File: src/rtl/pc_seq_unit.sv
// Fetch-stage program-counter sequencer: increment, LUT branch/jump, call/return stack,
// stall and a sticky HALT entered on request or on a stack fault.
module pc_seq_unit #(
  parameter int PC_W      = 10,
  parameter int SEL_W     = 2,
  parameter int STK_DEPTH = 4,
  localparam int CNT_W    = $clog2(STK_DEPTH + 1)
) (
  input  logic             clk,
  input  logic             init,
  input  logic             stall,
  input  logic             halt_req,
  input  logic             jump_en,
  input  logic             branch_en,
  input  logic             call_en,
  input  logic             ret_en,
  input  logic [SEL_W-1:0] sel,
  input  logic             lut_we,
  input  logic             lut_wtab,
  input  logic [SEL_W-1:0] lut_waddr,
  input  logic [PC_W-1:0]  lut_wdata,
  output logic [PC_W-1:0]  PC,
  output logic             halted,
  output logic             stk_ovf,
  output logic             stk_unf,
  output logic [CNT_W-1:0] stk_cnt
);

  localparam int IDX_W = (STK_DEPTH > 1) ? $clog2(STK_DEPTH) : 1;
  localparam int LUT_N = 2 ** SEL_W;

  localparam logic [0:0] S_RUN  = 1'b0;
  localparam logic [0:0] S_HALT = 1'b1;

  logic [0:0]      state;
  logic [PC_W-1:0] tgt_lut [LUT_N];
  logic [PC_W-1:0] off_lut [LUT_N];
  logic [PC_W-1:0] stack   [2**IDX_W];

  logic [PC_W-1:0]  pc_nxt;
  logic [PC_W-1:0]  pc_inc;
  logic [CNT_W-1:0] cnt_nxt;
  logic [IDX_W-1:0] top_idx;
  logic [IDX_W-1:0] push_idx;
  logic             push;
  logic             set_ovf;
  logic             set_unf;
  logic             go_halt;

  assign pc_inc   = PC + PC_W'(1);
  assign top_idx  = IDX_W'(stk_cnt - CNT_W'(1));
  assign push_idx = IDX_W'(stk_cnt);
  assign halted   = (state == S_HALT);

  // One request acts per cycle, highest priority first; HALT freezes everything but LUT writes.
  always_comb begin
    pc_nxt  = PC;
    cnt_nxt = stk_cnt;
    push    = 1'b0;
    set_ovf = 1'b0;
    set_unf = 1'b0;
    go_halt = 1'b0;
    if (state == S_RUN) begin
      if (halt_req) begin
        go_halt = 1'b1;
      end else if (stall) begin
        pc_nxt = PC;
      end else if (ret_en) begin
        if (stk_cnt != '0) begin
          pc_nxt  = stack[top_idx];
          cnt_nxt = stk_cnt - CNT_W'(1);
        end else begin
          set_unf = 1'b1;
          go_halt = 1'b1;
        end
      end else if (call_en) begin
        if (stk_cnt != CNT_W'(STK_DEPTH)) begin
          push    = 1'b1;
          pc_nxt  = tgt_lut[sel];
          cnt_nxt = stk_cnt + CNT_W'(1);
        end else begin
          set_ovf = 1'b1;
          go_halt = 1'b1;
        end
      end else if (branch_en) begin
        pc_nxt = tgt_lut[sel];
      end else if (jump_en) begin
        // Two's-complement offset: plain modular add gives the signed result.
        pc_nxt = PC + off_lut[sel];
      end else begin
        pc_nxt = pc_inc;
      end
    end
  end

  always_ff @(posedge clk or posedge init) begin
    if (init) begin
      PC      <= '0;
      state   <= S_RUN;
      stk_cnt <= '0;
      stk_ovf <= 1'b0;
      stk_unf <= 1'b0;
      for (int i = 0; i < LUT_N; i++) begin
        tgt_lut[i] <= '0;
        off_lut[i] <= PC_W'(1);
      end
    end else begin
      PC      <= pc_nxt;
      stk_cnt <= cnt_nxt;
      if (set_ovf) stk_ovf <= 1'b1;
      if (set_unf) stk_unf <= 1'b1;
      if (go_halt) state <= S_HALT;
      if (lut_we) begin
        if (lut_wtab) off_lut[lut_waddr] <= lut_wdata;
        else          tgt_lut[lut_waddr] <= lut_wdata;
      end
    end
  end

  // Stack storage carries no reset; occupancy alone defines validity.
  always_ff @(posedge clk) begin
    if (push) stack[push_idx] <= pc_inc;
  end

endmodule

File: config.mk
export PLATFORM = sky130hd
export DESIGN_NAME = pc_seq_unit
export DESIGN_NICKNAME = d
export VERILOG_FILES = /design/src/rtl/pc_seq_unit.sv
export SDC_FILE = /design/constraint.sdc
export NUM_CORES = 1
export LEC_CHECK = 0
export ABC_AREA = 1
export BUFFER_PORTS_ARGS = -buffer_cell sky130_fd_sc_hd__clkbuf_2
export CAP_MARGIN = 20
export CORE_UTILIZATION = 55
export CTS_CLUSTER_DIAMETER = 150
export CTS_CLUSTER_SIZE = 14
export DETAILED_ROUTE_END_ITERATION = 12
export GPL_TIMING_DRIVEN = 0
export HOLD_SLACK_MARGIN = 0.05
export PLACE_DENSITY = 0.81
export SKIP_LAST_GASP = 1
export SLEW_MARGIN = 20
export SYNTH_ARGS = -nofsm -noshare
export SYNTH_HDL_FRONTEND = slang
export SYNTH_SLANG_ARGS = --single-unit
export TNS_END_PERCENT = 100
File: constraint.sdc
create_clock -name clk -period 8.2 [get_ports clk]
set_input_delay 1.64 -clock clk [delete_from_list [all_inputs] [get_ports clk]]
set_output_delay 1.64 -clock clk [all_outputs]
set_load 0.05 [all_outputs]
==> flow_summary.ini, run 1 <==
[clock_tree]
cts_resized = 0
cts.root.buffer_cell = clkbuf_16
postCtsSetupBuffers = 0
holdBufCountCts = 0
clk_pin_slew_ns = 0.06
cts-buffers-inserted = 17
cts_tree = yes
htree_levels = 4
clockBufferDepth = 2
clock_latency_ns = 0.42
clkSinkCount = 136

[worst_setup_path]
crit_buf_inv = 3
crit_type = input pin to flip-flop
cp_cell_sequence = buf_2 > buf_1 > o21ai_0 > o22ai_1 > ha_1 > inv_1 > fa_1 > o21ai_1 > nand2_1 > nand3_1 > nand3_1 > nand3_1 > nand2_1 > nand2_1 > nand2_1
critPathTopFamily = buffers and inverters
reg2reg_from = stk_cnt[0]$_DFFE_PP0P_
slowest_stage = buf_1
worstPathMaxFanout = 10
critPathLaunchType = input pin
max_stage_delay_ns = 0.42
r2r-end = stack[0][0]$_DFFE_PP_
setup.worst_path.end = PC[6]$_DFFE_PP0P_
critical_path_required_ns = 8.51
cp-end-kind = flip-flop
reg2reg_depth = 8
crit_cells = 15
reg2reg_slack_ns = 5.34
cp.arrival_ns = 4.21
crit_start = sel[1]
crit_top_cell = nand2_1

[detailed_routing]
drt-pass1-iter-count = 5
drt-total-wl_um = 17290
ant_nets = 0
drtIter0Drc = 500
route.detailed.wl_per_inst_um = 17.29
via_per_inst = 5.759
drc = 0
vias = 5759

[grt]
antenna_found_initial = 0
grt_util_all_layers_pct = 28.59
grt_max_degree = 81
grt_pass1_wl_um = 27470
overflow = 0
first_global_vias = 5386

[power_and_ir_drop]
leakagePower_uw = 0.003621
pwr_density_cell_nw_per_um2 = 258.6
peakVddDrop_mv = 0.2300

[timing]
period_needed_ns = 3.895
period_share_pct = 47.50
setup_viol = 0
hold_slack_ns = 0.4563
clock-skew-final_ns = 0.007265
tightest_slew_ns = 1.011
hold_viol_final = 0
max-slew-margin-rel_pct = 32.36
max_freq_mhz = 256.7
drv_slew = 0
rsz0062_at_grt = no
tns_ns = 0

[synthesis]
synth_top_flop_cell = dfrtp_1
syn_inst = 784
synth_top_area_share_pct = 34.01
syn_avg_cell_area_um2 = 8.634
synthDistinctLibCells = 49
yosysSeqAreaShare_pct = 53.31
synth_area_um2 = 6769
ys_ff_latch = 136
synth-warning-count = 0
synth_area_leaders = dfrtp_1 (34%), edfxtp_1 (18%), nand2_1 (10%)
synth_edf_count = 40
syn-num-nets = 825
postSynth.asyncResetShare_pct = 70.59
synth_top_cell_by_area = dfrtp_1

[finish]
postLayoutCoreUtil_pct = 64.82
layout_commonest_cell = nand2_1
fin_area_um2 = 7786
nets = 881
syn_to_final_growth_pct = 15.03
antenna_cells = 0
drive_gt1_share_pct = 13.48
final_cell_mix = nand2_1 (187), o21ai_0 (117), dfrtp_1 (92)

[job]
cap_violations = 0

[placement]
place_area_um2 = 7166
io_buffers = 36
routabilityCongestion = 0.8400
place.detailed.hpwl_um = 11590

[floorplan]
fp-row-count = 40
core_area_um2 = 12010
initial_core_util_pct = 56.35
die_h_um = 112.9
num_io_pins = 40
die_x_um = 112.9
dieArea_um2 = 12760

[min_path]
hold_depth = 1
hold_class = flip-flop to flip-flop

[run_status]
status = finished clean
==> synth_stat cells (3+ instances only) <==
master	number
o21ai_0	117
clkinv_1	3
dfrtp_1	92
nor2_1	69
a21o_1	3
inv_2	5
o21ai_1	10
nand2_1	187
buf_2	15
nand3_1	41
o221ai_1	4
nand2_2	3
inv_1	56
nor2_2	4
a21oi_1	39
ha_1	16
clkbuf_1	17
xor2_1	6
dfstp_2	4
buf_6	3
edfxtp_1	40
o22ai_1	14
==> flip-flops by register name, summed over array words and instances (netlist names) <==
name,cells
stack,40
PC,10
stk_cnt,3
tgt_lut,40
stk_ovf,1
stk_unf,1
halted,1
off_lut,40
==> per-stage QoR <==
| step | setup WS (ns) | power, µW | instances |
|---|---|---|---|
| floorplan | 4.061 | 1117 | 784 |
| global placement | 2.961 | 1206 | 967 |
| detailed placement | 3.939 | 1221 | 968 |
| CTS | 4.366 | 2011 | 1000 |
| global route | 4.022 | 2100 | 1000 |
| finish | 4.305 | 2013 | 1000 |
==> report_power, final <==
group	total, µW	switching [µW]	internal, µW
registers	851	58.3	792
clock network	794	293	501
logic	369	243	126
==> routing by layer <==
layer / routed length, µm / share of wire [%] / global-route usage [%]
met1: 7384 / 43 / 36.56
met2: 8406 / 49 / 47.37
met3: 1049 / 6.1 / 5.624
met4: 452 / 2.6 / 13.16
met5: 0 / 0 / 0
==> worst min-delay path by stage <==
| stage | from | end | slack [ns] |
|---|---|---|---|
| 2_1_floorplan | off_lut[12]$_DFFE_PP0P_ | off_lut[12]$_DFFE_PP0P_ | 0.45 |
| 3_3_place_gp | stk_unf$_DFFE_PP0P_ | stk_unf$_DFFE_PP0P_ | 0.45 |
| 3_5_place_dp | stk_unf$_DFFE_PP0P_ | stk_unf$_DFFE_PP0P_ | 0.45 |
| 4_1_cts | stk_unf$_DFFE_PP0P_ | stk_unf$_DFFE_PP0P_ | 0.46 |
| 5_1_grt | stk_ovf$_DFFE_PP0P_ | stk_ovf$_DFFE_PP0P_ | 0.47 |
| 6_report | stk_unf$_DFFE_PP0P_ | stk_unf$_DFFE_PP0P_ | 0.46 |
==> final cells by class <==
cell class              instances  area (µm²)
plain buffers                  40       210.2
clock buffers                  23       510.5
clock inverters                 9       110.1
fillers                       954        4225
inverters                      65       251.5
multi-input cells             543        2704
flip-flops and latches        136        3608
well taps                     147       183.9
repair buffers                 37       207.7
==> cell families after synthesis <==
family          share of synthesized area, %
flops                                  53.31
compound gates                         15.86
buf+inv                                6.747
xor+xnor                               1.257
simple gates                           19.57
fa+ha+maj                              3.253
Power figures use the tool's default switching activity.
==> inputs of run 2 (changes only) <==
PLACE_DENSITY = 0.84   (was 0.81)
clock period = 3.4 ns   (was 8.2 ns; I/O delays follow)
==> run 2 against run 1 <==
Sequential power rose by 140%. Register-to-register slack worse by 4.9 ns. Non-clock buffer count unchanged. Clock-buffer cell count rose by 3. Core utilization is essentially flat. Via count rose by 0.38%. Largest cell class unchanged. Wire length rose by 1.1%. Setup slack worse by 3.8 ns. First-iteration DRC count grew 14%. Die area unchanged. Hold slack got worse by 0.29 ns. Clock power up 140%.
==> flow_summary.ini, run 2 (same netlist as run 1, synthesis figures left out) <==
[detailed_routing]
drc = 0
ant_nets = 0
via_per_inst = 5.787
drt-pass1-iter-count = 5
vias = 5781
drt-total-wl_um = 17480
route.detailed.wl_per_inst_um = 17.49
drtIter0Drc = 571

[worst_setup_path]
reg2reg_depth = 8
slowest_stage = nor2_1
cp-end-kind = flip-flop
cp.arrival_ns = 2.96
cp_cell_sequence = buf_2 > inv_2 > buf_2 > ha_1 > ha_1 > inv_1 > nand4_1 > nor2_1
setup.worst_path.end = stack[3][8]$_DFFE_PP_
max_stage_delay_ns = 0.83
crit_buf_inv = 4
critPathLaunchType = flip-flop
critical_path_required_ns = 3.45
worstPathMaxFanout = 11
reg2reg_from = stk_cnt[0]$_DFFE_PP0P_
crit_cells = 8
r2r-end = stack[3][8]$_DFFE_PP_
crit_start = stk_cnt[0]$_DFFE_PP0P_
critPathTopFamily = simple AND/OR/NAND/NOR gates
crit_type = flip-flop to flip-flop
reg2reg_slack_ns = 0.49

[finish]
layout_commonest_cell = nand2_1
top_regs = off_lut x40, stack x40, tgt_lut x40
antenna_cells = 0
syn_to_final_growth_pct = 15.05
nets = 881
multiInputGateArea_um2 = 2704
drive_gt1_share_pct = 13.15
final_cells = 999
final_cell_mix = nand2_1 (187), o21ai_0 (117), dfrtp_1 (92)
postLayoutCoreUtil_pct = 64.83
n_fill_cell = 955
ff_latch_area_um2 = 3608

[placement]
routabilityCongestion = 0.8381
dp_cells = 968
place.detailed.hpwl_um = 11650
io_buffers = 36

[clock_tree]
clock_latency_ns = 0.43
cts_tree = yes
postCtsSetupBuffers = 0
cts.root.buffer_cell = clkbuf_16
clockBufferDepth = 2
clk_pin_slew_ns = 0.06
cts-buffers-inserted = 17
clkSinkCount = 136
cts_resized = 0
htree_levels = 4
holdBufCountCts = 0

[grt]
grt_max_degree = 81
grt_util_all_layers_pct = 28.74
grt_pass1_wl_um = 27640
first_global_vias = 5373
antenna_found_initial = 0
overflow = 0

[min_path]
hold_class = input pin to async pin

[floorplan]
die_h_um = 112.9
dieArea_um2 = 12760
die_x_um = 112.9
fp-row-count = 40
num_io_pins = 40
initial_core_util_pct = 56.35
core_area_um2 = 12010

[power_and_ir_drop]
pwr_density_cell_nw_per_um2 = 626.1
peakVddDrop_mv = 0.4545
leakagePower_uw = 0.003619
power_uw = 4875

[job]
cap_violations = 0

[timing]
hold_slack_ns = 0.1701
period_needed_ns = 2.913
tns_ns = 0
clock-skew-final_ns = 0.005750
drv_slew = 0
hold_viol_final = 0
rsz0062_at_grt = no
period_share_pct = 85.69
max_freq_mhz = 343.2
max-slew-margin-rel_pct = 30.32
setup_viol = 0
tightest_slew_ns = 1.041

[run_status]
status = finished clean
run 2: cell count changes in the layout (fill, tap and decap cells not counted), sizes merged:
cell,before,now
clkbuf,76,79
clkinv,7,4
inv,64,63
run 2: layout make-up:
class	instances	share of cell area [%]
sequential	136	46.34
multi-input combinational	543	34.72
clock buffer	26	6.973
inverter	65	3.229
buffer	40	2.699
timing repair buffer	37	2.667
tap	147	2.362
clock inverter	5	1.012
run 2: stage by stage:
stage | setup WS [ns] | instance area [µm²]
2_1_floorplan | 0.2212 | 6769
3_3_place_gp | -0.8765 | 7133
3_5_place_dp | 0.06835 | 7166
4_1_cts | 0.4917 | 7787
5_1_grt | 0.2771 | 7787
6_report | 0.4865 | 7787
run 2: power by group:
part           total (µW)  internal [µW]  switching, µW
clock network        1920           1240            680
logic                 893            304            589
registers            2060           1910            145
total                4880           3460           1420
run 2: how the worst min path moves through the flow:
stage / startpoint / end / slack, ns / depth (start not counted)
2_1_floorplan: off_lut[12]$_DFFE_PP0P_ / off_lut[12]$_DFFE_PP0P_ / 0.45 / 2
3_3_place_gp: stk_unf$_DFFE_PP0P_ / stk_unf$_DFFE_PP0P_ / 0.45 / 1
3_5_place_dp: stk_unf$_DFFE_PP0P_ / stk_unf$_DFFE_PP0P_ / 0.45 / 1
4_1_cts: init / PC[0]$_DFFE_PP0P_ / 0.17 / 2
5_1_grt: init / PC[4]$_DFFE_PP0P_ / 0.19 / 2
6_report: init / stk_unf$_DFFE_PP0P_ / 0.17 / 2
run 2: per-layer routing:
metal	up-vias	wire, µm	global-route usage (%)
met5	-	0	0
met4	0	255	8.860
met3	25	1342	5.624
met2	230	8767	48.64
met1	2788	7111	37.65
li1	2738	-	-
==> inputs of run 3 (changes only) <==
REMOVE_ABC_BUFFERS = 1   (was default)
==> run 3 against run 2 <==
The run now ends with setup timing left. Hold slack better by 0.0061 ns. Final area shrank 2.3%. Global-route usage fell by 2.3 points. Register-to-register slack worse by 0.53 ns. Total power fell by 2.7%. Fmax is 15% lower. Non-clock buffer count down 36. Die area is the same. Cell count is 3.5% lower. Critical path depth shrank 2. Clock-buffer cell count grew 3. Core utilization is 1.5 points lower. Critical path type unchanged. Largest power group unchanged.
==> flow_summary.ini, run 3 (same netlist as run 1, synthesis figures left out) <==
[power_and_ir_drop]
leakagePower_uw = 0.003522
peakVddDrop_mv = 0.4682
pwr_density_cell_nw_per_um2 = 623.7

[clock_tree]
clockBufferDepth = 2
clk_pin_slew_ns = 0.06
clock_latency_ns = 0.42
cts_tree = yes
htree_levels = 4
postCtsSetupBuffers = 0
holdBufCountCts = 0
cts.root.buffer_cell = clkbuf_16
clkSinkCount = 136
cts-buffers-inserted = 17

[finish]
antenna_cells = 0
n_fill_cell = 987
top_regs = off_lut x40, stack x40, tgt_lut x40
syn_to_final_growth_pct = 12.38
layout_commonest_cell = nand2_1
fin_area_um2 = 7607
drive_gt1_share_pct = 11.87
nets = 845
postLayoutCoreUtil_pct = 63.33
final_cell_mix = nand2_1 (187), o21ai_0 (117), dfrtp_1 (92)

[run_status]
status = finished, violations left
violations = setup timing

[grt]
grt_pass1_wl_um = 25590
grt_use_met2_pct = 43.66
overflow = 0
grt_util_all_layers_pct = 26.41
antenna_found_initial = 0
grtUsageMet1_pct = 32.98
grt_max_degree = 84
top_usage_layer = met2
first_global_vias = 5224
grt_use_met3_pct = 6.160

[timing]
worst_slack_ns = -0.04515
period_share_pct = 101.3
max_freq_mhz = 290.3
max-slew-margin-rel_pct = 24.87
hold_slack_ns = 0.1762
tightest_slew_ns = 1.123
period_needed_ns = 3.445
drv_slew = 0
clock-skew-final_ns = 0.007939
hold_viol_final = 0
rsz0062_at_grt = yes
setup_viol = 10
tns_ns = -0.4247

[detailed_routing]
ant_nets = 0
drt-total-wl_um = 15490
drc = 0
drt-pass1-iter-count = 6
drtIter0Drc = 457
via_per_inst = 5.703
route.detailed.wl_per_inst_um = 16.07
vias = 5498

[job]
cap_violations = 0

[floorplan]
initial_core_util_pct = 56.35
core_area_um2 = 12010
die_x_um = 112.9
die_h_um = 112.9
num_io_pins = 40
dieArea_um2 = 12760
fp-row-count = 40

[worst_setup_path]
crit_type = flip-flop to flip-flop
critPathTopFamily = simple AND/OR/NAND/NOR gates
reg2reg_depth = 6
cp_cell_sequence = inv_2 > ha_1 > ha_1 > inv_1 > nand4_1 > nor2_1
crit_buf_inv = 2
max_stage_delay_ns = 0.94
worstPathMaxFanout = 29
crit_top_cell = ha_1
critPathLaunchType = flip-flop
cp-end-kind = flip-flop
reg2reg_slack_ns = -0.05
slowest_stage = dfrtp_1
cp.arrival_ns = 3.48
r2r-end = stack[2][8]$_DFFE_PP_
reg2reg_from = stk_cnt[0]$_DFFE_PP0P_
critical_path_required_ns = 3.44

[placement]
routabilityCongestion = 0.8452
place.detailed.hpwl_um = 9717
io_buffers = 39
place_area_um2 = 6987

[min_path]
hold_class = input pin to async pin
[run 3: timing repair]
| action | 4_1_cts | 5_1_grt |
|---|---|---|
| setup endpoints to repair | 19 | 43 |
| resized for setup | 0 | 3 |
| hold endpoints to repair | 0 | 0 |
[run 3: worst max path at each step]
stage / start / end / slack, ns / depth (start not counted)
3_3_place_gp: init / off_lut[18]$_DFFE_PP0P_ / -0.88 / 2
4_1_cts: stk_cnt[0]$_DFFE_PP0P_ / stack[1][8]$_DFFE_PP_ / -0.01 / 6
3_5_place_dp: sel[0] / PC[6]$_DFFE_PP0P_ / -0.20 / 16
5_1_grt: stk_cnt[0]$_DFFE_PP0P_ / stack[2][8]$_DFFE_PP_ / -0.21 / 6
2_1_floorplan: init / PC[0]$_DFFE_PP0P_ / 0.22 / 1
6_report: stk_cnt[0]$_DFFE_PP0P_ / stack[2][8]$_DFFE_PP_ / -0.05 / 6
[run 3: worst register-to-register path, delay by kind of cell (launching register included)]
family | cells | cell delay [ns]
adders and majority gates | 2 | 0.54
buffers and inverters | 2 | 0.47
DFF | 1 | 0.94
and+or+nand+nor | 2 | 1.12
[run 3: per-stage QoR]
stage	total power [µW]	worst slack (ns)	std cells
2_1_floorplan	2662	0.2212	744
3_3_place_gp	2865	-0.8760	930
3_5_place_dp	2905	-0.1964	932
4_1_cts	4756	-0.01008	964
5_1_grt	4984	-0.2097	964
6_report	4745	-0.04515	964
[run 3: cell type report]
cell class | count | area (µm²) | area share, %
flip-flops and latches | 136 | 3608 | 47.43
multi-input cells | 543 | 2709 | 35.61
inverters | 65 | 256.5 | 3.372
clock inverters | 3 | 20.02 | 0.2632
repair buffers | 41 | 234.0 | 3.076
well taps | 147 | 183.9 | 2.418
clock buffers | 29 | 595.6 | 7.829
[run 3: report_power, final]
part           internal [µW]  leakage (µW)  switching, µW  total [µW]
Combinational            287       0.00168            554         841
Sequential              1910       0.00154            145        2060
Clock                   1190      0.000305            660        1850
[run 3: per-layer routing]
layer | vias up | wire (µm)
li1 | 2665 | -
met1 | 2612 | 6690
met2 | 184 | 7415
met3 | 37 | 964
met4 | 0 | 421
met5 | - | 0
